$ cat src/rtl/wb_dual_retire.sv
// Dual-issue writeback stage. Latches a two-slot retire bundle from MEM,
// aligns/extends load data (including LWL/LWR byte-enabled partial writes),
// and retires the slots serially: slot0 on regfile port 0, then slot1 on
// port 1, with a one-instruction-per-cycle debug trace.
module wb_dual_retire (
  input  logic        clk,
  input  logic        reset,
  input  logic        flush,
  input  logic        ms_to_ws_valid,
  output logic        ws_allowin,

  input  logic        s0_valid,
  input  logic [31:0] s0_pc,
  input  logic        s0_gr_we,
  input  logic [4:0]  s0_dest,
  input  logic        s0_is_load,
  input  logic [2:0]  s0_ld_op,
  input  logic [1:0]  s0_addr_lo,
  input  logic [31:0] s0_result,
  input  logic [31:0] s0_mem_rdata,

  input  logic        s1_valid,
  input  logic [31:0] s1_pc,
  input  logic        s1_gr_we,
  input  logic [4:0]  s1_dest,
  input  logic        s1_is_load,
  input  logic [2:0]  s1_ld_op,
  input  logic [1:0]  s1_addr_lo,
  input  logic [31:0] s1_result,
  input  logic [31:0] s1_mem_rdata,

  output logic [3:0]  we0,
  output logic [4:0]  waddr0,
  output logic [31:0] wdata0,
  output logic [3:0]  we1,
  output logic [4:0]  waddr1,
  output logic [31:0] wdata1,

  output logic [31:0] debug_wb_pc,
  output logic [3:0]  debug_wb_rf_wen,
  output logic [4:0]  debug_wb_rf_wnum,
  output logic [31:0] debug_wb_rf_wdata
);

  typedef enum logic [1:0] {StIdle, StEmit0, StEmit1} state_e;

  typedef struct packed {
    logic        valid;
    logic [31:0] pc;
    logic        gr_we;
    logic [4:0]  dest;
    logic        is_load;
    logic [2:0]  ld_op;
    logic [1:0]  addr_lo;
    logic [31:0] result;
    logic [31:0] rdata;
  } slot_t;

  state_e state_q, state_d;
  slot_t  s0_q, s0_d, s1_q, s1_d;
  slot_t  s0_in, s1_in;
  logic   accept;

  logic [3:0]  s0_we, s1_we;
  logic [31:0] s0_wdata, s1_wdata;

  // Byte enables and aligned write data for one held slot: {we, wdata}.
  function automatic logic [35:0] slot_write(input slot_t s);
    logic [3:0]  we;
    logic [31:0] data;
    logic [31:0] sh;
    logic [15:0] half;
    logic [1:0]  lsh;
    sh   = s.rdata >> {s.addr_lo, 3'b000};
    half = s.addr_lo[1] ? s.rdata[31:16] : s.rdata[15:0];
    lsh  = 2'd3 - s.addr_lo;
    we   = 4'hF;
    data = s.result;
    if (s.is_load) begin
      case (s.ld_op)
        3'b001:  data = {{24{sh[7]}}, sh[7:0]};
        3'b010:  data = {24'b0, sh[7:0]};
        3'b011:  data = {{16{half[15]}}, half};
        3'b100:  data = {16'b0, half};
        3'b101: begin
          // LWL fills the high bytes; the regfile keeps the rest.
          we   = 4'hF << lsh;
          data = s.rdata << {lsh, 3'b000};
        end
        3'b110: begin
          // LWR fills the low bytes.
          we   = 4'hF >> s.addr_lo;
          data = s.rdata >> {s.addr_lo, 3'b000};
        end
        default: data = s.rdata;
      endcase
    end
    if (!s.gr_we || s.dest == 5'd0) begin
      we = 4'h0;
    end
    return {we, data};
  endfunction

  // Pack the incoming bundle into slot records.
  always_comb begin
    s0_in = '{valid: s0_valid, pc: s0_pc, gr_we: s0_gr_we, dest: s0_dest,
              is_load: s0_is_load, ld_op: s0_ld_op, addr_lo: s0_addr_lo,
              result: s0_result, rdata: s0_mem_rdata};
    s1_in = '{valid: s1_valid, pc: s1_pc, gr_we: s1_gr_we, dest: s1_dest,
              is_load: s1_is_load, ld_op: s1_ld_op, addr_lo: s1_addr_lo,
              result: s1_result, rdata: s1_mem_rdata};
  end

  // Handshake: a held slot1 still waiting blocks the next bundle in EMIT0.
  always_comb begin
    ws_allowin = (state_q == StIdle) ||
                 (state_q == StEmit0 && !s1_q.valid) ||
                 (state_q == StEmit1);
    accept     = ms_to_ws_valid && ws_allowin && !flush;
  end

  // Next-state and bundle capture.
  always_comb begin
    s0_d    = s0_q;
    s1_d    = s1_q;
    state_d = StIdle;
    if (accept) begin
      s0_d = s0_in;
      s1_d = s1_in;
      if (s0_valid)      state_d = StEmit0;
      else if (s1_valid) state_d = StEmit1;
      else               state_d = StIdle;
    end else if (flush) begin
      // Current emission still happens; a pending slot1 is cancelled.
      state_d = StIdle;
    end else begin
      case (state_q)
        StEmit0: state_d = s1_q.valid ? StEmit1 : StIdle;
        default: state_d = StIdle;
      endcase
    end
  end

  // State and bundle registers.
  always_ff @(posedge clk) begin
    if (reset) begin
      state_q <= StIdle;
      s0_q    <= '0;
      s1_q    <= '0;
    end else begin
      state_q <= state_d;
      s0_q    <= s0_d;
      s1_q    <= s1_d;
    end
  end

  // Per-slot write data from the held bundle.
  always_comb begin
    {s0_we, s0_wdata} = slot_write(s0_q);
    {s1_we, s1_wdata} = slot_write(s1_q);
  end

  // Regfile ports and debug trace: only the emitting slot drives anything.
  always_comb begin
    we0               = 4'h0;
    waddr0            = 5'd0;
    wdata0            = 32'd0;
    we1               = 4'h0;
    waddr1            = 5'd0;
    wdata1            = 32'd0;
    debug_wb_pc       = 32'd0;
    debug_wb_rf_wen   = 4'h0;
    debug_wb_rf_wnum  = 5'd0;
    debug_wb_rf_wdata = 32'd0;
    case (state_q)
      StEmit0: begin
        we0               = s0_we;
        waddr0            = s0_q.dest;
        wdata0            = s0_wdata;
        debug_wb_pc       = s0_q.pc;
        debug_wb_rf_wen   = s0_we;
        debug_wb_rf_wnum  = s0_q.dest;
        debug_wb_rf_wdata = s0_wdata;
      end
      StEmit1: begin
        we1               = s1_we;
        waddr1            = s1_q.dest;
        wdata1            = s1_wdata;
        debug_wb_pc       = s1_q.pc;
        debug_wb_rf_wen   = s1_we;
        debug_wb_rf_wnum  = s1_q.dest;
        debug_wb_rf_wdata = s1_wdata;
      end
      default: ;
    endcase
  end

endmodule

$ cat config.mk
export PLATFORM = sky130hd
export DESIGN_NAME = wb_dual_retire
export DESIGN_NICKNAME = d
export VERILOG_FILES = /design/src/rtl/wb_dual_retire.sv
export SDC_FILE = /design/constraint.sdc
export NUM_CORES = 1
export LEC_CHECK = 0
export CORE_ASPECT_RATIO = 0.9
export CORE_MARGIN = 1.5
export CORE_UTILIZATION = 25
export CTS_CLUSTER_DIAMETER = 120
export DETAILED_ROUTE_END_ITERATION = 16
export SKIP_CTS_REPAIR_TIMING = 1
export SLEW_MARGIN = 20
export SYNTH_ARGS = -nofsm -noshare
export SYNTH_HDL_FRONTEND = slang
export SYNTH_SLANG_ARGS = --single-unit
export TNS_END_PERCENT = 10
$ cat constraint.sdc
create_clock -name clk -period 2.85 [get_ports clk]
set_input_delay 0.4275 -clock clk [delete_from_list [all_inputs] [get_ports clk]]
set_output_delay 0.4275 -clock clk [all_outputs]
set_load 0.01 [all_outputs]
==> impl_metrics.ini <==
[worst_setup_path]
crit_path_start = s1_q[64]
worst_path_max_delay_cell = sky130_fd_sc_hd__mux4_2
worst_setup_start_kind = flop
path_cells = mux4_2, o21ai_4, nand2_4, buf_4, a211oi_4, o32ai_2, dlymetal6s2s_1
regToRegSetupSlack_ns = 0.69
critical_path.endpoint_type = output port
critical_path_arrival_ns = 2.80
path_max_fanout = 5
worstPathRequired_ns = 2.42
critPathMaxStageDelay_ns = 0.59
critical_path.top_delay_family = compound AO/OA/AOI/OAI gates
worstSetupPathType = flop to output port
r2r-start = state_q[0]
critical_path_buf_inv_count = 2

[floorplan]
start_util_pct = 25.3
ioPinCount = 378
placeableCoreArea_sq_mm = 0.0517
die_height_um = 220
die_w_um = 244
fp.dieArea_sq_mm = 0.0537
rows = 79

[synth]
synth-warning-count = 0
synth_area_per_cell_sq_um = 7.37
async_flop_share_pct = 0
ys_top_cells_by_area = sky130_fd_sc_hd__dfxtp_1 34%, sky130_fd_sc_hd__nand2_1 15%, sky130_fd_sc_hd__a21oi_1 9.8%
synth_largest_area_cell = sky130_fd_sc_hd__dfxtp_1
ys_ff_latch = 219
number_of_enable_type_register_cells_in_the_synthesized_netlist = 0
synthCells = 1776
cell_area_after_technology_mapping_sq_mm = 0.0131
synthFlopType = sky130_fd_sc_hd__dfxtp_1
yosysTopAreaCellShare_pct = 33.5
synth_cell_type_count = 73
syn_nets = 2001
share_of_synthesized_area_occupied_by_flip_flops_and_latches_pct = 33.5

[global_routing]
grt_pass1_wl_mm = 96.6
grtUsageTotal_pct = 23.7
globalRouteOverflowTotal = 0
maximum_number_of_pins_on_one_net_before_global_route_repair = 105
first_global_vias = 15354
grt_antenna_before_repair = 11

[flow_run]
max_cap_viol_count = 0

[detailed_routing]
vias = 16058
vias_per_inst = 5.22
avgRoutedWirePerCell_um = 22.2
drt_iter0_drc = 1126
wl_mm = 68.5
final_antenna_net_count = 0
first_pass_iters = 5
drc = 0

[clock_network]
cts_htree_levels = 1
cts_buffer_depth = 3
clk_latency_ns = 0.57
clk_transition_reported_paths_ns = 0.07
clk_root_buffer_cell = sky130_fd_sc_hd__clkbuf_16
cts_buffers = 26
numClockSinks = 219
cts_tree = built

[sta]
finalWorstSetupSlack_ns = -0.380
timing.fmax_mhz = 310
setup_viol_count_final = 80
maxSlewViolCount = 0
tightest_pin_transition_ns = 0.559
final_hold_viol_count = 0
maxSlewHeadroom_pct = 62.8
fin_skew_ns = 0.0205
grt_setup_unrepaired = yes
post-route-period-util_pct = 113
finalWorstPathRequiredPeriod_ns = 3.23

[place]
place.gp.congestion = 0.966
dp.cells = 2973
hpwlAfterDp_mm = 51.4
place.port_buffers = 377

[layout]
finalCoreUtilization_pct = 43.3
area_growth_syn_to_layout_pct = 71.1
final_net_count = 2594
layout_common_cells = 502 x sky130_fd_sc_hd__nand2_1, 302 x sky130_fd_sc_hd__buf_4, 259 x sky130_fd_sc_hd__clkdlybuf4s50_1
drive_gt1_share_pct = 29.7
fin_cells = 3078
most_common_cell_after_layout_fill_and_taps_aside = sky130_fd_sc_hd__nand2_1

[pwr]
worst_voltage_drop_across_the_vdd_grid_mv = 0.457
power-per-cell-area_mw_per_mm2 = 404
static-leakage-power_nw = 8.74
totalPowerFinal_w = 0.00905

[run_status]
failed_checks = setup timing
outcome = complete, but fails checks

[min_path]
hold_path_startpoint = reset
hp-class = input pin to flop
==> Yosys cell counts (3+ instances only) <==
| library cell | instances |
|---|---|
| sky130_fd_sc_hd__nand2b_1 | 5 |
| sky130_fd_sc_hd__and3_1 | 7 |
| sky130_fd_sc_hd__o22a_1 | 8 |
| sky130_fd_sc_hd__buf_1 | 6 |
| sky130_fd_sc_hd__o2bb2ai_1 | 13 |
| sky130_fd_sc_hd__or3b_2 | 3 |
| sky130_fd_sc_hd__buf_2 | 53 |
| sky130_fd_sc_hd__o21ai_0 | 50 |
| sky130_fd_sc_hd__o221ai_1 | 40 |
| sky130_fd_sc_hd__nor2b_1 | 5 |
| sky130_fd_sc_hd__a22oi_1 | 32 |
| sky130_fd_sc_hd__a2111oi_4 | 7 |
| sky130_fd_sc_hd__a211oi_1 | 49 |
| sky130_fd_sc_hd__and2_1 | 19 |
| sky130_fd_sc_hd__a21oi_1 | 257 |
| sky130_fd_sc_hd__mux4_2 | 3 |
| sky130_fd_sc_hd__a221o_1 | 7 |
| sky130_fd_sc_hd__ha_1 | 3 |
| sky130_fd_sc_hd__o32ai_1 | 7 |
| sky130_fd_sc_hd__o21a_1 | 22 |
| sky130_fd_sc_hd__nand3_1 | 11 |
| sky130_fd_sc_hd__nor3b_1 | 3 |
| sky130_fd_sc_hd__buf_6 | 3 |
| sky130_fd_sc_hd__dfxtp_1 | 219 |
| sky130_fd_sc_hd__o31ai_1 | 9 |
| sky130_fd_sc_hd__inv_1 | 19 |
| sky130_fd_sc_hd__nand2_1 | 506 |
| sky130_fd_sc_hd__clkbuf_1 | 91 |
| sky130_fd_sc_hd__buf_4 | 12 |
| sky130_fd_sc_hd__o22ai_1 | 5 |
| sky130_fd_sc_hd__or2_2 | 4 |
| sky130_fd_sc_hd__nand3b_1 | 5 |
| sky130_fd_sc_hd__a41oi_4 | 5 |
| sky130_fd_sc_hd__mux2i_1 | 65 |
| sky130_fd_sc_hd__mux2_2 | 9 |
| sky130_fd_sc_hd__or3_1 | 3 |
| sky130_fd_sc_hd__a211o_1 | 15 |
| sky130_fd_sc_hd__nor3_1 | 9 |
| sky130_fd_sc_hd__and3b_1 | 3 |
| sky130_fd_sc_hd__o211ai_1 | 5 |
| sky130_fd_sc_hd__nor2_1 | 104 |
| sky130_fd_sc_hd__a221oi_1 | 26 |
| sky130_fd_sc_hd__a31oi_1 | 11 |
==> metrics by stage <==
stage / hold slack [ns] / instance area [sq um] / setup TNS [ns] / worst slack, ns
5_1_grt: 0.322 / 22400 / -20.92 / -0.424
4_1_cts: 0.285 / 20500 / -71.24 / -0.930
6_report: 0.324 / 22400 / -14.51 / -0.380
3_5_place_dp: 0.448 / 19600 / -4.05 / -0.282
2_1_floorplan: 0.433 / 13100 / 0 / 0.627
3_3_place_gp: 0.442 / 19600 / -3.87 / -0.260
==> area by class of cell <==
cell class                      instances  area, sq um
Clock inverter                         12          205
Timing Repair Buffer                  731         6860
Tap cell                              688          861
Clock buffer                           34          732
Antenna cell                            3         7.51
Multi-Input combinational cell       1371         9230
Inverter                               20         77.6
Fill cell                            5107        29300
Sequential cell                       219         4410
==> sequential cells by signal, summed over array words and instances (netlist names) <==
| signal | count |
|---|---|
| s0_q | 108 |
| s1_q | 109 |
| state_q | 2 |
==> final timing paths <==
check / cells past startpoint / to
setup / recovery: 7 / debug_wb_rf_wdata[10]
hold / removal: 2 / s0_q[86]
setup reg to reg: 9 / s0_q[18]
hold reg to reg: 2 / s1_q[95]
==> power breakdown <==
| group | internal [W] | total, W | switching (W) |
|---|---|---|---|
| logic | 0.000984 | 0.00199 | 0.00101 |
| registers | 0.00321 | 0.00335 | 0.000141 |
| clock network | 0.00226 | 0.00371 | 0.00145 |
| total | 0.00645 | 0.00905 | 0.00260 |
==> routing by layer <==
| metal | global-route usage, % | part of all wire (%) | up-vias |
|---|---|---|---|
| li1 | - | - | 7478 |
| met4 | 9.28 | 3.6 | 18 |
| met5 | 0 | 0.17 | - |
| met2 | 36.8 | 44 | 695 |
| met3 | 6.94 | 8.5 | 130 |
| met1 | 30.8 | 44 | 7737 |
==> worst register-to-register path: cells and delay by family (launching register included) <==
kind	cells	cell delay (ns)
simple gates	2	0.31
flops	1	0.35
buf+inv	4	0.70
compound gates	2	0.50
fa+ha+maj	1	0.22
==> kinds of logic after synthesis <==
kind of cell	after synthesis	synth area share (%)
AOI/OAI and AO/OA	589	31.1
xor gates and xnor gates	2	0.134
adders and majority gates	3	0.287
buffers and inverters	187	6.52
DFF	219	33.5
muxes	77	6.26
and+or+nand+nor	699	22.1
Note: power is estimated with default switching activity, not from simulation.
